File: config.mk
export PLATFORM = sky130hd
export DESIGN_NAME = c_demux3_5b_cache_sync
export DESIGN_NICKNAME = d
export VERILOG_FILES = /design/src/rtl/c_cache_hs_pkg.sv /design/src/rtl/c_demux_chan.sv /design/src/rtl/c_demux3_5b_cache_sync.sv
export SDC_FILE = /design/constraint.sdc
export NUM_CORES = 1
export LEC_CHECK = 0
export BUFFER_PORTS_ARGS = -buffer_cell sky130_fd_sc_hd__buf_4
export CAP_MARGIN = 20
export CORE_MARGIN = 2
export CORE_UTILIZATION = 49
export DETAILED_ROUTE_END_ITERATION = 16
export PLACE_DENSITY = 0.8
export SETUP_SLACK_MARGIN = 0.15
export SLEW_MARGIN = 0
export SYNTH_ARGS = -nofsm -noshare
export SYNTH_HDL_FRONTEND = slang
export SYNTH_HIERARCHICAL = 1
export SYNTH_SLANG_ARGS = --single-unit
File: constraint.sdc
create_clock -name clk -period 2.5 [get_ports clk]
set_clock_uncertainty 0.15 [all_clocks]
set_input_delay 0.5 -clock clk [delete_from_list [all_inputs] [get_ports clk]]
set_output_delay 0.5 -clock clk [all_outputs]
set_load 0.005 [all_outputs]
File: src/rtl/c_cache_hs_pkg.sv
// Shared handshake constants and state encodings for the cache-side merge/demux path.
package c_cache_hs_pkg;

  localparam int unsigned DATA_W_DEFAULT = 5;

  localparam logic [1:0] SEL_CH0     = 2'd0;
  localparam logic [1:0] SEL_CH1     = 2'd1;
  localparam logic [1:0] SEL_CH2     = 2'd2;
  localparam logic [1:0] SEL_ILLEGAL = 2'd3;

  localparam int unsigned ERR_SEL = 0;
  localparam int unsigned ERR_OVR = 1;

  typedef enum logic {SlotEmpty, SlotFull} slot_state_e;
  typedef enum logic {ChIdle, ChBusy} chan_state_e;

endpackage

File: src/rtl/c_demux_chan.sv
// One demux output channel: IDLE/BUSY FSM, payload hold register, optional delivery counter.
// Counter present only when CDEMUX_STATS_EN is defined.
module c_demux_chan
  import c_cache_hs_pkg::*;
#(
  parameter int unsigned DATA_W = DATA_W_DEFAULT,
  parameter int unsigned CNT_W  = 8
) (
  input  logic              clk_i,
  input  logic              rst_ni,
  input  logic              drive_i,
  input  logic [DATA_W-1:0] data_i,
  input  logic              free_i,
  output logic              busy_o,
  output logic              drive_o,
  output logic [DATA_W-1:0] data_o,
  output logic [CNT_W-1:0]  cnt_o
);

  chan_state_e       state_q, state_d;
  logic [DATA_W-1:0] data_q, data_d;

  always_comb begin
    state_d = state_q;
    data_d  = data_q;
    unique case (state_q)
      ChIdle: begin
        // A free while idle is spurious and ignored.
        if (drive_i) begin
          state_d = ChBusy;
          data_d  = data_i;
        end
      end
      ChBusy: begin
        if (free_i) state_d = ChIdle;
      end
      default: state_d = ChIdle;
    endcase
  end

  always_ff @(posedge clk_i or negedge rst_ni) begin
    if (!rst_ni) begin
      state_q <= ChIdle;
      data_q  <= '0;
    end else begin
      state_q <= state_d;
      data_q  <= data_d;
    end
  end

  assign busy_o  = (state_q == ChBusy);
  assign drive_o = drive_i;
  // Payload is forwarded in the issue cycle so consumers can sample on the drive pulse.
  assign data_o  = drive_i ? data_i : data_q;

`ifdef CDEMUX_STATS_EN
  logic [CNT_W-1:0] cnt_q, cnt_d;

  always_comb begin
    cnt_d = cnt_q;
    if (drive_i) cnt_d = cnt_q + 1'b1;
  end

  always_ff @(posedge clk_i or negedge rst_ni) begin
    if (!rst_ni) cnt_q <= '0;
    else         cnt_q <= cnt_d;
  end

  assign cnt_o = cnt_q;
`else
  assign cnt_o = '0;
`endif

endmodule

File: src/rtl/c_demux3_5b_cache_sync.sv
// 3-way token demux: one input holding slot, head-of-line dispatch, sticky error flags.
// Per-channel counters enabled by CDEMUX_STATS_EN.
module c_demux3_5b_cache_sync
  import c_cache_hs_pkg::*;
#(
  parameter int unsigned DATA_W = DATA_W_DEFAULT,
  parameter int unsigned CNT_W  = 8
) (
  input  logic              clk,
  input  logic              rstn,
  input  logic              i_drive,
  input  logic [DATA_W-1:0] i_data,
  input  logic [1:0]        i_sel,
  output logic              o_free,
  output logic              o_drive0,
  output logic              o_drive1,
  output logic              o_drive2,
  output logic [DATA_W-1:0] o_data0,
  output logic [DATA_W-1:0] o_data1,
  output logic [DATA_W-1:0] o_data2,
  input  logic              i_free0,
  input  logic              i_free1,
  input  logic              i_free2,
  output logic [1:0]        o_err,
  output logic [CNT_W-1:0]  o_cnt0,
  output logic [CNT_W-1:0]  o_cnt1,
  output logic [CNT_W-1:0]  o_cnt2
);

  slot_state_e       slot_q, slot_d;
  logic [1:0]        sel_q, sel_d;
  logic [DATA_W-1:0] data_q, data_d;
  logic [1:0]        err_q, err_d;

  logic              target_busy;
  logic              dispatch;
  logic              overrun;
  logic [2:0]        chan_busy;
  logic [2:0]        chan_drive_in;
  logic [2:0]        chan_drive_out;
  logic [2:0]        chan_free;
  logic [DATA_W-1:0] chan_data [3];
  logic [CNT_W-1:0]  chan_cnt  [3];

  always_comb begin
    target_busy = 1'b0;
    unique case (sel_q)
      SEL_CH0: target_busy = chan_busy[0];
      SEL_CH1: target_busy = chan_busy[1];
      SEL_CH2: target_busy = chan_busy[2];
      default: target_busy = 1'b0;
    endcase
    // Illegal tokens never wait: they are consumed and dropped.
    dispatch = (slot_q == SlotFull) && !target_busy;
    overrun  = i_drive && (slot_q == SlotFull) && !dispatch;

    chan_drive_in[0] = dispatch && (sel_q == SEL_CH0);
    chan_drive_in[1] = dispatch && (sel_q == SEL_CH1);
    chan_drive_in[2] = dispatch && (sel_q == SEL_CH2);
  end

  always_comb begin
    slot_d = slot_q;
    sel_d  = sel_q;
    data_d = data_q;
    err_d  = err_q;
    unique case (slot_q)
      SlotEmpty: begin
        if (i_drive) begin
          slot_d = SlotFull;
          sel_d  = i_sel;
          data_d = i_data;
        end
      end
      SlotFull: begin
        if (dispatch) begin
          if (i_drive) begin
            sel_d  = i_sel;
            data_d = i_data;
          end else begin
            slot_d = SlotEmpty;
          end
        end
      end
      default: slot_d = SlotEmpty;
    endcase
    if (dispatch && (sel_q == SEL_ILLEGAL)) err_d[ERR_SEL] = 1'b1;
    if (overrun)                            err_d[ERR_OVR] = 1'b1;
  end

  always_ff @(posedge clk or negedge rstn) begin
    if (!rstn) begin
      slot_q <= SlotEmpty;
      sel_q  <= SEL_CH0;
      data_q <= '0;
      err_q  <= '0;
    end else begin
      slot_q <= slot_d;
      sel_q  <= sel_d;
      data_q <= data_d;
      err_q  <= err_d;
    end
  end

  assign chan_free = {i_free2, i_free1, i_free0};

  for (genvar k = 0; k < 3; k++) begin : g_chan
    c_demux_chan #(
      .DATA_W(DATA_W),
      .CNT_W (CNT_W)
    ) u_chan (
      .clk_i  (clk),
      .rst_ni (rstn),
      .drive_i(chan_drive_in[k]),
      .data_i (data_q),
      .free_i (chan_free[k]),
      .busy_o (chan_busy[k]),
      .drive_o(chan_drive_out[k]),
      .data_o (chan_data[k]),
      .cnt_o  (chan_cnt[k])
    );
  end

  assign o_free   = dispatch;
  assign o_drive0 = chan_drive_out[0];
  assign o_drive1 = chan_drive_out[1];
  assign o_drive2 = chan_drive_out[2];
  assign o_data0  = chan_data[0];
  assign o_data1  = chan_data[1];
  assign o_data2  = chan_data[2];
  assign o_cnt0   = chan_cnt[0];
  assign o_cnt1   = chan_cnt[1];
  assign o_cnt2   = chan_cnt[2];
  assign o_err    = err_q;

endmodule
# Word level (Yosys, flattened, before mapping)
# Cells that the tools add are included.
# word_totals
register_bits,28
romBits,0
latch_bits,0
n_memories,0
elab_cells,51
out_inout_bits,45
in_bits,13
ram_bits,0
# op_classes
n_bitwise,4
n_lt_le_gt_ge,0
multipliers,0
div_mod_pow,0
reduce_logical,10
n_shift,0
muxes,22
addsub,0
eq_ne,4
# op_table
operator,count
2-to-1 mux 5 bit,5
one-hot mux 5 bit (2 select lines),1
2-to-1 mux 1 bit,8
one-hot mux 1 bit (2 select lines),4
logical AND 1 bit,7
"equality test 2 bit, second input constant",2
2-to-1 mux 2 bit,2
inverter 1 bit,4
one-hot mux 2 bit (2 select lines),1
one-hot mux 1 bit (3 select lines),1
"equality test 2 x 1 -> 1 bit, second input constant",1
zero test 1 bit,2
zero test 2 bit,1
"inequality test 2 x 1 -> 1 bit, second input constant",1

# Depth between registers and ports, before layout
# Gate-level depths: netlist of the first run.
# logic_depth
word_depth,7
depth_mapped,7

# Modules after synthesis
# Netlist of the first run, hierarchy kept.
# modules_own_cells
mod,cells_each,n_inst,seq_area_each_um2,area_each_um2
c_demux_chan,30,3,150.1,367.9
c_demux3_5b_cache_sync,32,1,250.2,454.2

# Worst setup path after synthesis of the first run
# Ideal clock, no wire load.
# synth_path
path_kind,register to output
start,register sel_q[1]
end,output o_data1[0]
t_required_ns,1.850
arrival_ns,1.654
setup_slack_ns,0.196
stages_incl_launch_ff,6
cell_sequence,dfrtp_1 > mux2i_1 > a2bb2oi_1 > and3_1 > buf_6 > mux2_2
# synth_via
elab_chain_cells,6
elab_cells_between_ends,8
classes_between,2 x eq/ne; 2 x mux; 4 x reduce/logical
# synth_rtl
element,line_no,text
"start, declared",c_demux3_5b_cache_sync.sv:31,"logic [1:0] sel_q, sel_d;"
"start signal, assigned",c_demux3_5b_cache_sync.sv:99,sel_q <= sel_d;
"equality test 2 bit, or another cell as far along",c_demux3_5b_cache_sync.sv:47,unique case (sel_q)
one-hot mux 1 bit (3 select lines),c_demux3_5b_cache_sync.sv:47,
zero test 1 bit,c_demux3_5b_cache_sync.sv:54,dispatch = (slot_q == SlotFull) && !target_busy;
logical AND 1 bit,c_demux3_5b_cache_sync.sv:54,
logical AND 1 bit *,c_demux3_5b_cache_sync.sv:58,chan_drive_in[1] = dispatch && (sel_q == SEL_CH1);
via chan_drive_in[1],c_demux3_5b_cache_sync.sv:39,logic [2:0] chan_drive_in;
2-to-1 mux 5 bit *,n/a,
"end, declared",c_demux3_5b_cache_sync.sv:19,"output logic [DATA_W-1:0] o_data1,"
# The timed path passes the listed nets; every way through them passes the cells marked *.

# Final worst setup path of the first run
# layout_path
start,register sel_q[1]
end,output o_data1[2]
# layout_via
elab_chain_cells,6
elab_cells_between_ends,8
classes_between,2 x eq/ne; 2 x mux; 4 x reduce/logical
# layout_rtl
element,line_no
"equality test 2 bit, or another cell as far along",c_demux3_5b_cache_sync.sv:47
one-hot mux 1 bit (3 select lines),c_demux3_5b_cache_sync.sv:47
zero test 1 bit,c_demux3_5b_cache_sync.sv:54
logical AND 1 bit,c_demux3_5b_cache_sync.sv:54
logical AND 1 bit *,c_demux3_5b_cache_sync.sv:58
2-to-1 mux 5 bit *,n/a
# Mark *: on every way between the ends. The rest lies on a longest branch, timed or not.

==> reports/results.md, run 1 <==
| Result | Value | Unit |
| --- | --- | --- |
| Result of the run | complete, but fails checks | - |
| Violated checks | setup timing | - |
| Total global routing overflow | 0 | - |
| TritonCTS clock tree | yes | - |
| Number of stages on the worst hold path | 2 | - |
| Core region area | 3030 | sq um |
| Critical path arrival | 1880 | ps |
| Boundary pin count | 58 | - |
| DRC violation count after routing | 0 | - |
| Initial antenna violation count | 0 | - |
| Number of global-route vias before repair | 1063 | - |
| Signed area change from the synthesized netlist to the final layout | 28.1 | % |
| RePlAce Congestion | 0.842 | - |
| Capture endpoint of the worst hold path | g_chan[0].u_chan/busy_o$_DFF_PN0_ | - |
| Clock insertion delay at the later pin of the skew report | 310 | ps |
| Critical R2R Capture | g_chan[2].u_chan/data_q[2]$_DFFE_PN0N_ | - |
| Final total negative setup slack | -207 | ps |
| Floorplan die width | 60.4 | microns |
| Total via count after detailed routing | 1006 | - |
| Via density | 4.79 | - |
| Die Y-Extent | 60.4 | microns |
| Final-layout worst hold slack | 177 | ps |
| TritonCTS sink count | 28 | - |
| Setup CP Type | reg -> out | - |
| Delay of the slowest cell on the worst path | 430 | ps |
| Shortest clock period the worst path allows after layout | 2530 | ps |
| Share of the clock period used by the worst path | 101 | % |
| RR Startpoint | g_chan[2].u_chan/busy_o$_DFF_PN0_ | - |
| Initial standard-cell utilization of the core | 51.4 | % |
| Number of port buffers | 33 | - |
| Maximum vdd drop | 0.551 | mV |
| Top FF cell, synth | sky130_fd_sc_hd__dfrtp_1 | - |
| Count of TritonRoute iterations in the first routing pass | 4 | - |
| Cell-by-cell listing of the critical path | mux2i_4 -> a2bb2oi_2 -> and3_4 -> mux2_4 -> buf_6 | - |
| Max Transition Viols Final | 0 | - |
| Part of the Yosys area used for sequential elements | 45.0 | % |
| CP max-delay cell | sky130_fd_sc_hd__dfrtp_2 | - |
| Worst reg2reg path depth | 7 | - |
| Leakage component of the power | 0.931 | nW |
| Longest Clk Path Bufs | 2 | - |
| Distinct cell type count of the synthesized netlist | 22 | - |
| Ratio of cells with drive above 1 in the final layout | 61.4 | % |
| Number of routed nets with antenna violations | 0 | - |
| Synth warnings | 6 | - |
| Post-layout nets | 181 | - |
| Count of buffer and inverter cells on the critical path | 1 | - |
| Unrepaired setup endpoints after global routing | true | - |
| Data required, critical path | 1850 | ps |
| Reg2Reg Setup Slack | 390 | ps |
| Root Buffer Master | sky130_fd_sc_hd__clkbuf_4 | - |
| Detail-routed net length per standard cell | 14.8 | microns |
| Worst setup EP type | output port | - |
| Post-Synthesis Cell Area | 1560 | sq um |
| Max frequency | 0.395 | GHz |
| HPWL after DPL | 2110 | microns |
| Final core utilization | 65.9 | % |
| Fin. Hold Viols | 0 | - |
| Number of placed cells counting well taps | 197 | - |
| Wire length of the first global-routing pass | 5110 | microns |
| Tot GR Track Use | 19.2 | % |
| Syn Inst Count | 122 | - |
| Cell family contributing the most delay on the critical path | multiplexers | - |
| Count of max-cap constraint violations | 0 | - |
| Setup slack of the critical path after layout | -30.9 | ps |
| Number of flip-flops and latches in the synthesized netlist | 28 | - |
| Final setup viols | 9 | - |
| Post-route non-filler standard cell count | 210 | - |
| Sum of routed wire length over all layers | 3120 | microns |
| Worst hold start | i_free0 | - |
| Area of the die | 3650 | sq um |
| Worst-path fanout max | 6 | - |
| H-tree levels | 1 | - |
| Pin count of the biggest net entering global routing | 29 | - |
| Synthesized area divided by synthesized cell count | 12.8 | sq um |
| Clock-pin transition on the worst setup and hold timing paths | 140 | ps |
| Power per cell area | 1120 | nW/um^2 |
| Count of antenna diodes in the layout | 0 | - |
| Crit start category | register | - |
| Count of flip-flops with a built-in enable after synthesis | 0 | - |
| HP Class | in -> reg | - |
| Async set-or-reset flop fraction in the synthesized netlist | 100 | % |
| Standard-cell rows | 20 | - |
| DRC violation total after the first TritonRoute iteration | 9 | - |
| Number of buffers created by CTS | 3 | - |
area by class of cell:
| cell class | count | area, sq um |
|---|---|---|
| fill | 238 | 1030 |
| tap | 44 | 55.1 |
| clock buffer | 3 | 22.5 |
| multi-input combinational | 83 | 778 |
| inverter | 1 | 3.75 |
| timing repair buffer | 51 | 434 |
| sequential | 28 | 702 |
power by group:
group / switching, mW / internal [mW] / total [mW]
sequential: 0.169 / 0.642 / 0.811
clock: 0.124 / 0.0563 / 0.181
combinational: 0.417 / 0.822 / 1.24
routing by layer:
metal	up-vias	share of wire, %	track usage (%)
met5	-	0	0
met4	0	0.96	5.40
met3	2	4.2	2.99
met2	38	54	33.9
met1	505	41	24.6
li1	461	-	-
cell usage in the layout (no fill, tap or decap):
cell type	synthesis	routed
sky130_fd_sc_hd__o21bai_1	2	2
sky130_fd_sc_hd__dlygate4sd3_1	0	1
sky130_fd_sc_hd__nor2b_4	3	3
sky130_fd_sc_hd__mux2_2	37	26
sky130_fd_sc_hd__mux2i_4	0	1
sky130_fd_sc_hd__nor4_4	0	1
sky130_fd_sc_hd__nor4b_2	0	1
sky130_fd_sc_hd__and2_1	1	1
sky130_fd_sc_hd__a31o_2	1	1
sky130_fd_sc_hd__nor2_1	3	3
sky130_fd_sc_hd__a2bb2oi_2	0	1
sky130_fd_sc_hd__and3_4	0	1
sky130_fd_sc_hd__buf_4	27	37
sky130_fd_sc_hd__conb_1	3	24
sky130_fd_sc_hd__buf_6	3	13
sky130_fd_sc_hd__nand4b_1	1	1
sky130_fd_sc_hd__o311ai_4	1	1
sky130_fd_sc_hd__inv_1	1	1
sky130_fd_sc_hd__and2b_2	1	1
sky130_fd_sc_hd__nand2_1	1	1
sky130_fd_sc_hd__mux2_4	0	11
sky130_fd_sc_hd__dfrtp_2	0	1
sky130_fd_sc_hd__dfrtp_1	28	27
sky130_fd_sc_hd__clkbuf_4	0	3
sky130_fd_sc_hd__a21oi_1	3	3
per-stage QoR:
step	total power [mW]	setup slack (ps)	instance area (sq um)
after global routing	2.39	-149	2000
after CTS	2.21	-11.8	1980
final	2.23	-30.9	2000
after detailed placement	1.75	109	1760
after floorplan	1.35	196	1640
after global placement	1.70	166	1760
synth_stat cells (2+ instances only):
cell type	count	area (sq um)
sky130_fd_sc_hd__buf_4	27	203
sky130_fd_sc_hd__buf_6	3	33.8
sky130_fd_sc_hd__a21oi_1	3	15.0
sky130_fd_sc_hd__nor2b_4	3	41.3
sky130_fd_sc_hd__mux2_2	37	417
sky130_fd_sc_hd__conb_1	3	11.3
sky130_fd_sc_hd__dfrtp_1	28	701
sky130_fd_sc_hd__o21bai_1	2	15.0
sky130_fd_sc_hd__nor2_1	3	11.3
worst max-delay path by stage:
stage / startpoint / slack, ps / end / cells past startpoint
3_3_place_gp: sel_q[1]$_DFFE_PN0P_ / 170 / o_data1[2] / 5
6_report: sel_q[1]$_DFFE_PN0P_ / -30 / o_data1[2] / 5
5_1_grt: sel_q[1]$_DFFE_PN0P_ / -150 / o_data1[2] / 5
3_5_place_dp: sel_q[1]$_DFFE_PN0P_ / 110 / o_data1[2] / 5
4_1_cts: sel_q[1]$_DFFE_PN0P_ / -10 / o_data1[2] / 5
2_1_floorplan: sel_q[1]$_DFFE_PN0P_ / 200 / o_data1[0] / 5
cell families after synthesis:
group / share of synthesized area (%)
multiplexers: 27.4
AND/OR/NAND/NOR: 6.51
flip-flops: 45.0
buffers and inverters: 15.7
AO/OA/AOI/OAI: 4.74
other: 0.723
sequential cells by signal, indices dropped and copies added, names as in the netlist:
name	cells
o_err	2
g_chan.u_chan/data_q	15
sel_q	2
slot_q	1
g_chan.u_chan/busy_o	3
data_q	5
what timing repair did:
item                                    CTS  global route
endpoints found under the hold margin    28             0
resized for setup                        31             2
hold buffers                              1             0
setup buffers                             9             0
endpoints found under the setup margin   16            17
pin swaps                                 3             2
(Power assumes the default switching activity.)
==> run 2: changes to the inputs <==
- BUFFER_PORTS_ARGS: -buffer_cell sky130_fd_sc_hd__buf_4 -> unset
- CORE_MARGIN: 2 -> 4
- CORE_UTILIZATION: 49 -> 55
- DONT_BUFFER_PORTS: unset -> 1
- PLACE_DENSITY: 0.8 -> 0.7
==> run 2 against run 1 <==
Utilization down 0.19 points. Clock power up 19%. Power down 9.1%. Largest power group unchanged. Die area up 2.8%. Sequential share of layout area up 4.0 points. Register-to-register slack worse by 170 ps. The flow still finishes with violations (setup timing). Non-clock buffer count down 29.
==> reports/results.md, run 2 (synthesized netlist as in run 1, its figures left out) <==
| Result | Value | Unit | vs previous |
| --- | --- | --- | --- |
| Result of the run | complete, but fails checks | - | unchanged |
| Violated checks | setup timing | - | unchanged |
| Worst setup EP type | output port | - | unchanged |
| Max Transition Viols Final | 0 | - | unchanged |
| Post-place instance area | 1500 | sq um | was 1760 sq um |
| Total global routing overflow | 0 | - | unchanged |
| Via density | 5.29 | - | was 4.79 |
| Power per cell area | 1130 | nW/um^2 | was 1120 nW/um^2 |
| Area of the multi-input gates | 805 | sq um | was 778 sq um |
| Leakage component of the power | 0.815 | nW | was 0.931 nW |
| Count of max-cap constraint violations | 0 | - | unchanged |
| Initial standard-cell utilization of the core | 57.0 | % | was 51.4% |
| Setup CP Type | reg -> out | - | unchanged |
| Final core utilization | 65.7 | % | was 65.9% |
| Register containing the most flip-flops in the final layout | g_chan.u_chan/data_q | - | unchanged |
| Total design power | 2.03 | mW | was 2.23 mW |
| Final Instance Area | 1800 | sq um | was 2000 sq um |
| Sequential cell area | 703 | sq um | was 702 sq um |
| Most frequent cells in the layout | sky130_fd_sc_hd__dfrtp_1, sky130_fd_sc_hd__conb_1, sky130_fd_sc_hd__mux2_2 | - | was sky130_fd_sc_hd__buf_4, sky130_fd_sc_hd__dfrtp_1, sky130_fd_sc_hd__mux2_2 |
| Pin count of the biggest net entering global routing | 29 | - | unchanged |
| TritonCTS clock tree | yes | - | unchanged |
| Max frequency | 0.393 | GHz | was 0.395 GHz |
| Final-layout fill cell count | 212 | - | was 238 |
| HPWL after DPL | 1920 | microns | was 2110 microns |
| Standard-cell rows | 19 | - | was 20 |
| Signed area change from the synthesized netlist to the final layout | 15.3 | % | was 28.1% |
| DRC violation count after routing | 0 | - | unchanged |
| Total via count after detailed routing | 894 | - | was 1006 |
| Die Y-Extent | 61.2 | microns | was 60.4 microns |
| Unrepaired setup endpoints after global routing | true | - | unchanged |
| Number of global-route vias before repair | 954 | - | was 1063 |
| Sum of routed wire length over all layers | 3000 | microns | was 3120 microns |
| CP max-delay cell | sky130_fd_sc_hd__dfrtp_1 | - | was sky130_fd_sc_hd__dfrtp_2 |
| Part of the power in the clock network | 10.6 | % | was 8.1% |
| Maximum vdd drop | 0.730 | mV | was 0.551 mV |
| Crit start category | register | - | unchanged |
| Power share of the combinational group | 48.3 | % | was 55.5% |
| Critical path arrival | 1890 | ps | was 1880 ps |
| Worst-path fanout max | 6 | - | unchanged |
| Share of the clock period used by the worst path | 102 | % | was 101% |
| Longest Clk Path Bufs | 2 | - | unchanged |
| Initial antenna violation count | 0 | - | unchanged |
| Worst slack at placement | 191 | ps | was 109 ps |
| DRC violation total after the first TritonRoute iteration | 31 | - | was 9 |
| Final setup viols | 10 | - | was 9 |
| Core region area | 2730 | sq um | was 3030 sq um |
| H-tree levels | 1 | - | unchanged |
| Shortest clock period the worst path allows after layout | 2540 | ps | was 2530 ps |
| Final-layout worst hold slack | 89.9 | ps | was 177 ps |
| Number of buffers created by CTS | 3 | - | unchanged |
| Count of antenna diodes in the layout | 0 | - | unchanged |
| Max FFs per register | 15 | - | unchanged |
| Number of port buffers | 0 | - | was 33 |
| Wire length of the first global-routing pass | 4550 | microns | was 5110 microns |
| Data required, critical path | 1850 | ps | about the same |
| TritonCTS sink count | 28 | - | unchanged |
| Switching share of power | 33.0 | % | was 31.8% |
| Number of placed cells counting well taps | 151 | - | was 197 |
| HP Class | in -> reg | - | unchanged |
| Tot GR Track Use | 16.9 | % | was 19.2% |
| Commonest non-fill, non-tap cell in the layout | sky130_fd_sc_hd__dfrtp_1 | - | was sky130_fd_sc_hd__buf_4 |
| Number of routed nets with antenna violations | 0 | - | unchanged |
| Count of TritonRoute iterations in the first routing pass | 4 | - | unchanged |
| Root Buffer Master | sky130_fd_sc_hd__clkbuf_4 | - | unchanged |
| Internal power contribution | 1.36 | mW | was 1.52 mW |
| Area of the die | 3750 | sq um | was 3650 sq um |
| Post-layout nets | 152 | - | was 181 |
| Setup slack of the critical path after layout | -42.1 | ps | was -30.9 ps |
| Cell-by-cell listing of the critical path | buf_6 -> and2b_2 -> a2bb2oi_2 -> and3_4 -> mux2_4 | - | was mux2i_4 -> a2bb2oi_2 -> and3_4 -> mux2_4 -> buf_6 |
| Floorplan die width | 61.2 | microns | was 60.4 microns |
| Boundary pin count | 58 | - | unchanged |
| Post-route non-filler standard cell count | 169 | - | was 210 |
| Fin. Hold Viols | 0 | - | unchanged |
| Net Switching | 669 | uW | was 710 uW |
| Delay of the slowest cell on the worst path | 450 | ps | was 430 ps |
| Final total negative setup slack | -275 | ps | was -207 ps |
| Clock-pin transition on the worst setup and hold timing paths | 150 | ps | was 140 ps |
| Clock insertion delay at the later pin of the skew report | 320 | ps | was 310 ps |
| Detail-routed net length per standard cell | 17.7 | microns | was 14.8 microns |
| Ratio of cells with drive above 1 in the final layout | 55.1 | % | was 61.4% |
| RePlAce Congestion | 0.728 | - | was 0.842 |
| Part of the total power dissipated in sequential elements | 41.0 | % | was 36.3% |
run 2: cell count changes in the layout (fill, tap and decap cells not counted), sizes merged:
cell,change
buf,-29
clkbuf,+1
run 2: power by group through the flow:
stage          registers, mW  clock network (mW)  logic (mW)
6_report               0.832               0.216       0.980
4_1_cts                0.813               0.225       0.777
3_5_place_dp           0.806                   0       0.672
3_3_place_gp           0.796                   0       0.651
2_1_floorplan          0.761                   0       0.592
5_1_grt                0.869               0.241        1.05
run 2: timing repair:
action | 4_1_cts | 5_1_grt
pin swaps | 2 | 3
buffers inserted | 3 | 9
hold buffers | 2 | 0
setup endpoints to repair | 16 | 17
gates resized for setup | 12 | 22
gates cloned | 0 | 0
endpoints found under the hold margin | 28 | 0
run 2: worst max-delay path, delay by kind of cell (launching register included):
family	cells	cell delay [ps]
muxes	1	320
buffers and inverters	1	130
DFF	1	450
and+or+nand+nor	2	500
AOI/OAI and AO/OA	1	160
run 2: area by class of cell:
| type | count | share of cell area [%] |
|---|---|---|
| clock buffer | 4 | 2.02 |
| inverter | 1 | 0.209 |
| multi-input combinational | 83 | 44.8 |
| sequential | 28 | 39.1 |
| tap | 31 | 2.16 |
| timing repair buffer | 22 | 11.7 |
run 2: per-layer routing:
metal / share of wire, % / vias to the layer above / global-route usage, % / wire, microns
met2: 51 / 36 / 27.6 / 1520
met1: 39 / 450 / 20.9 / 1180
li1: - / 402 / - / -
met5: 0 / - / 0 / 0
met3: 8.3 / 6 / 4.40 / 249
met4: 1.7 / 0 / 7.43 / 51
run 2: worst paths after layout:
kind                                      startpoint                                      to  slack (ps)  cells after the start
max in group asynchronous                       rstn  g_chan[1].u_chan/data_q[1]$_DFFE_PN0N_        1600                      2
worst max-delay path            sel_q[1]$_DFFE_PN0P_                              o_data1[2]         -40                      5
min in group asynchronous                       rstn                        slot_q$_DFF_PN0_         440                      2
worst min register to register  o_err[1]$_DFFE_PN0P_                    o_err[1]$_DFFE_PN0P_         370                      1
worst max register to register  sel_q[1]$_DFFE_PN0P_  g_chan[1].u_chan/data_q[0]$_DFFE_PN0N_         220                      8
worst min-delay path                         i_free2       g_chan[2].u_chan/busy_o$_DFF_PN0_          90                      1
==> run 3: changes to the inputs <==
--- a/config.mk
+++ b/config.mk
@@ -14,2 +14,3 @@
 export SETUP_SLACK_MARGIN = 0.15
+export SKIP_LAST_GASP = 1
 export SLEW_MARGIN = 0
--- a/constraint.sdc
+++ b/constraint.sdc
@@ -4,2 +4,2 @@
 set_output_delay 0.5 -clock clk [all_outputs]
-set_load 0.005 [all_outputs]
+set_load 0.05 [all_outputs]
==> run 3 against run 2 <==
The run still ends with setup timing left. Clock-buffer cell count down 1. Global-route usage decreased by 0.073 points. Clock power fell by 15%. Power up 32%. Largest power group unchanged. Highest routed layer unchanged.
==> reports/results.md, run 3 (synthesized netlist as in run 1, its figures left out) <==
| Result | Value | Unit | vs previous |
| --- | --- | --- | --- |
| RePlAce Congestion | 0.725 | - | was 0.728 |
| Number of global-route vias before repair | 907 | - | was 954 |
| Pin count of the biggest net entering global routing | 29 | - | unchanged |
| Detail-routed net length per standard cell | 17.3 | microns | was 17.7 microns |
| Crit start category | register | - | unchanged |
| Count of antenna diodes in the layout | 0 | - | unchanged |
| HP Class | in -> reg | - | unchanged |
| First element of the critical path | sel_q[1]$_DFFE_PN0P_ | - | unchanged |
| Worst reg2reg path depth | 6 | - | was 8 |
| Floorplan die width | 61.2 | microns | unchanged |
| Final total negative setup slack | -220 | ps | was -275 ps |
| Final setup viols | 5 | - | was 10 |
| Final Instance Area | 1780 | sq um | was 1800 sq um |
| Maximum vdd drop | 1.10 | mV | was 0.730 mV |
| Count of TritonRoute iterations in the first routing pass | 3 | - | was 4 |
| Post-route non-filler standard cell count | 167 | - | was 169 |
| Boundary pin count | 58 | - | unchanged |
| RR Startpoint | sel_q[1]$_DFFE_PN0P_ | - | unchanged |
| Wire length of the first global-routing pass | 4530 | microns | was 4550 microns |
| Worst-path fanout max | 6 | - | unchanged |
| Number of placed cells counting well taps | 155 | - | was 151 |
| Most frequent cells in the layout | sky130_fd_sc_hd__dfrtp_1, sky130_fd_sc_hd__conb_1, sky130_fd_sc_hd__mux2_2 | - | unchanged |
| Signed area change from the synthesized netlist to the final layout | 14.0 | % | was 15.3% |
| Clock-pin transition on the worst setup and hold timing paths | 150 | ps | about the same |
| Root Buffer Master | sky130_fd_sc_hd__clkbuf_4 | - | unchanged |
| Unrepaired setup endpoints after global routing | true | - | unchanged |
| Max FFs per register | 15 | - | unchanged |
| Setup CP Type | reg -> out | - | unchanged |
| Number of port buffers | 0 | - | unchanged |
| Share of the clock period used by the worst path | 102 | % | about the same |
| HPWL after DPL | 2090 | microns | was 1920 microns |
| Total via count after detailed routing | 867 | - | was 894 |
| Total global routing overflow | 0 | - | unchanged |
| Result of the run | complete, but fails checks | - | unchanged |
| Leakage component of the power | 0.806 | nW | was 0.815 nW |
| Data required, critical path | 1850 | ps | about the same |
| DRC violation total after the first TritonRoute iteration | 23 | - | was 31 |
| Violated checks | setup timing | - | unchanged |
| Shortest clock period the worst path allows after layout | 2540 | ps | about the same |
| Area of the die | 3750 | sq um | unchanged |
| Worst setup EP type | output port | - | unchanged |
| H-tree levels | 1 | - | unchanged |
| Initial standard-cell utilization of the core | 57.0 | % | unchanged |
| TritonCTS sink count | 28 | - | unchanged |
| Initial antenna violation count | 0 | - | unchanged |
| Register containing the most flip-flops in the final layout | g_chan.u_chan/data_q | - | unchanged |
| Setup slack of the critical path after layout | -44.6 | ps | was -42.1 ps |
| Reg2Reg Setup Slack | 260 | ps | was 220 ps |
| TritonCTS clock tree | yes | - | unchanged |
| Critical path arrival | 1890 | ps | about the same |
| Standard-cell rows | 19 | - | unchanged |
| Final-layout fill cell count | 205 | - | was 212 |
| Via density | 5.19 | - | was 5.29 |
| Worst slack at placement | 157 | ps | was 191 ps |
| Power per cell area | 1510 | nW/um^2 | was 1130 nW/um^2 |
| Fin. Hold Viols | 0 | - | unchanged |
| Number of routed nets with antenna violations | 0 | - | unchanged |
| Core region area | 2730 | sq um | unchanged |
| Critical R2R Capture | g_chan[1].u_chan/data_q[4]$_DFFE_PN0N_ | - | was g_chan[1].u_chan/data_q[0]$_DFFE_PN0N_ |
| Tot GR Track Use | 16.8 | % | was 16.9% |
| Max Transition Viols Final | 0 | - | unchanged |
| Worst setup path endpoint | o_data1[2] | - | unchanged |
| Total design power | 2.68 | mW | was 2.03 mW |
| Clock insertion delay at the later pin of the skew report | 320 | ps | about the same |
| Sum of routed wire length over all layers | 2890 | microns | was 3000 microns |
| Longest Clk Path Bufs | 2 | - | unchanged |
| Ratio of cells with drive above 1 in the final layout | 52.9 | % | was 55.1% |
| Number of buffers created by CTS | 3 | - | unchanged |
| Commonest non-fill, non-tap cell in the layout | sky130_fd_sc_hd__dfrtp_1 | - | unchanged |
| Count of max-cap constraint violations | 0 | - | unchanged |
| Post-layout nets | 151 | - | was 152 |
| Die Y-Extent | 61.2 | microns | unchanged |
| Max frequency | 0.393 | GHz | about the same |
| DRC violation count after routing | 0 | - | unchanged |
| Post-place instance area | 1550 | sq um | was 1500 sq um |
[run 3: cell types whose count changed in the layout (fill, tap and decap cells not counted), sizes merged]
cell | previous run | this run
buf | 21 | 20
clkbuf | 4 | 3
[run 3: power breakdown]
group          leakage (nW)  internal [mW]  switching (mW)
Clock                0.0138         0.0565           0.127
Sequential            0.328          0.641           0.176
Combinational         0.464          0.658            1.02
Total                 0.806           1.36            1.32
[run 3: how the worst min path moves through the flow]
stage / start / to / cells past startpoint
final: i_free1 / g_chan[1].u_chan/busy_o$_DFF_PN0_ / 1
after global routing: i_free1 / g_chan[1].u_chan/busy_o$_DFF_PN0_ / 1
after CTS: i_free0 / g_chan[0].u_chan/busy_o$_DFF_PN0_ / 1
after detailed placement: rstn / g_chan[1].u_chan/data_q[1]$_DFFE_PN0N_ / 0
after global placement: rstn / g_chan[1].u_chan/busy_o$_DFF_PN0_ / 0
after floorplan: rstn / data_q[0]$_DFFE_PN0P_ / 0
[run 3: layer usage]
metal	track usage (%)	up-vias	wire length (microns)
li1	-	398	-
met1	19.8	428	1110
met2	28.7	39	1470
met3	4.40	2	283
met4	7.43	0	19
met5	0	-	0
[run 3: critical path, stage by stage (launching register included)]
cell,delay (ps)
sky130_fd_sc_hd__dfrtp_1,440
sky130_fd_sc_hd__mux2i_2,270
sky130_fd_sc_hd__a2bb2oi_2,200
sky130_fd_sc_hd__and3_4,270
sky130_fd_sc_hd__mux2_4,400
[run 3: metrics by stage]
step / hold WS [ps] / utilization [%]
finish: 84.7 / 64.9
global route: 60.9 / 64.9
CTS: 81.6 / 63.2
detailed placement: 55.1 / 56.7
global placement: 55.1 / 56.7
floorplan: 54.4 / -
[run 3: what timing repair did]
| action | 4_1_cts | 5_1_grt |
|---|---|---|
| resized for setup | 22 | 8 |
| hold buffers | 2 | 0 |
| pin swaps | 2 | 3 |
| setup buffers | 5 | 2 |
| endpoints found under the hold margin | 28 | 0 |
| gates cloned | 0 | 0 |
| setup endpoints to repair | 21 | 18 |
[run 3: cell type report]
class	instances	area (sq um)	share of cell area (%)
Clock buffer	3	22.5	1.27
Inverter	1	3.75	0.211
Multi-Input combinational cell	83	796	44.8
Sequential cell	28	701	39.5
Tap cell	31	38.8	2.18
Timing Repair Buffer	21	214	12.1
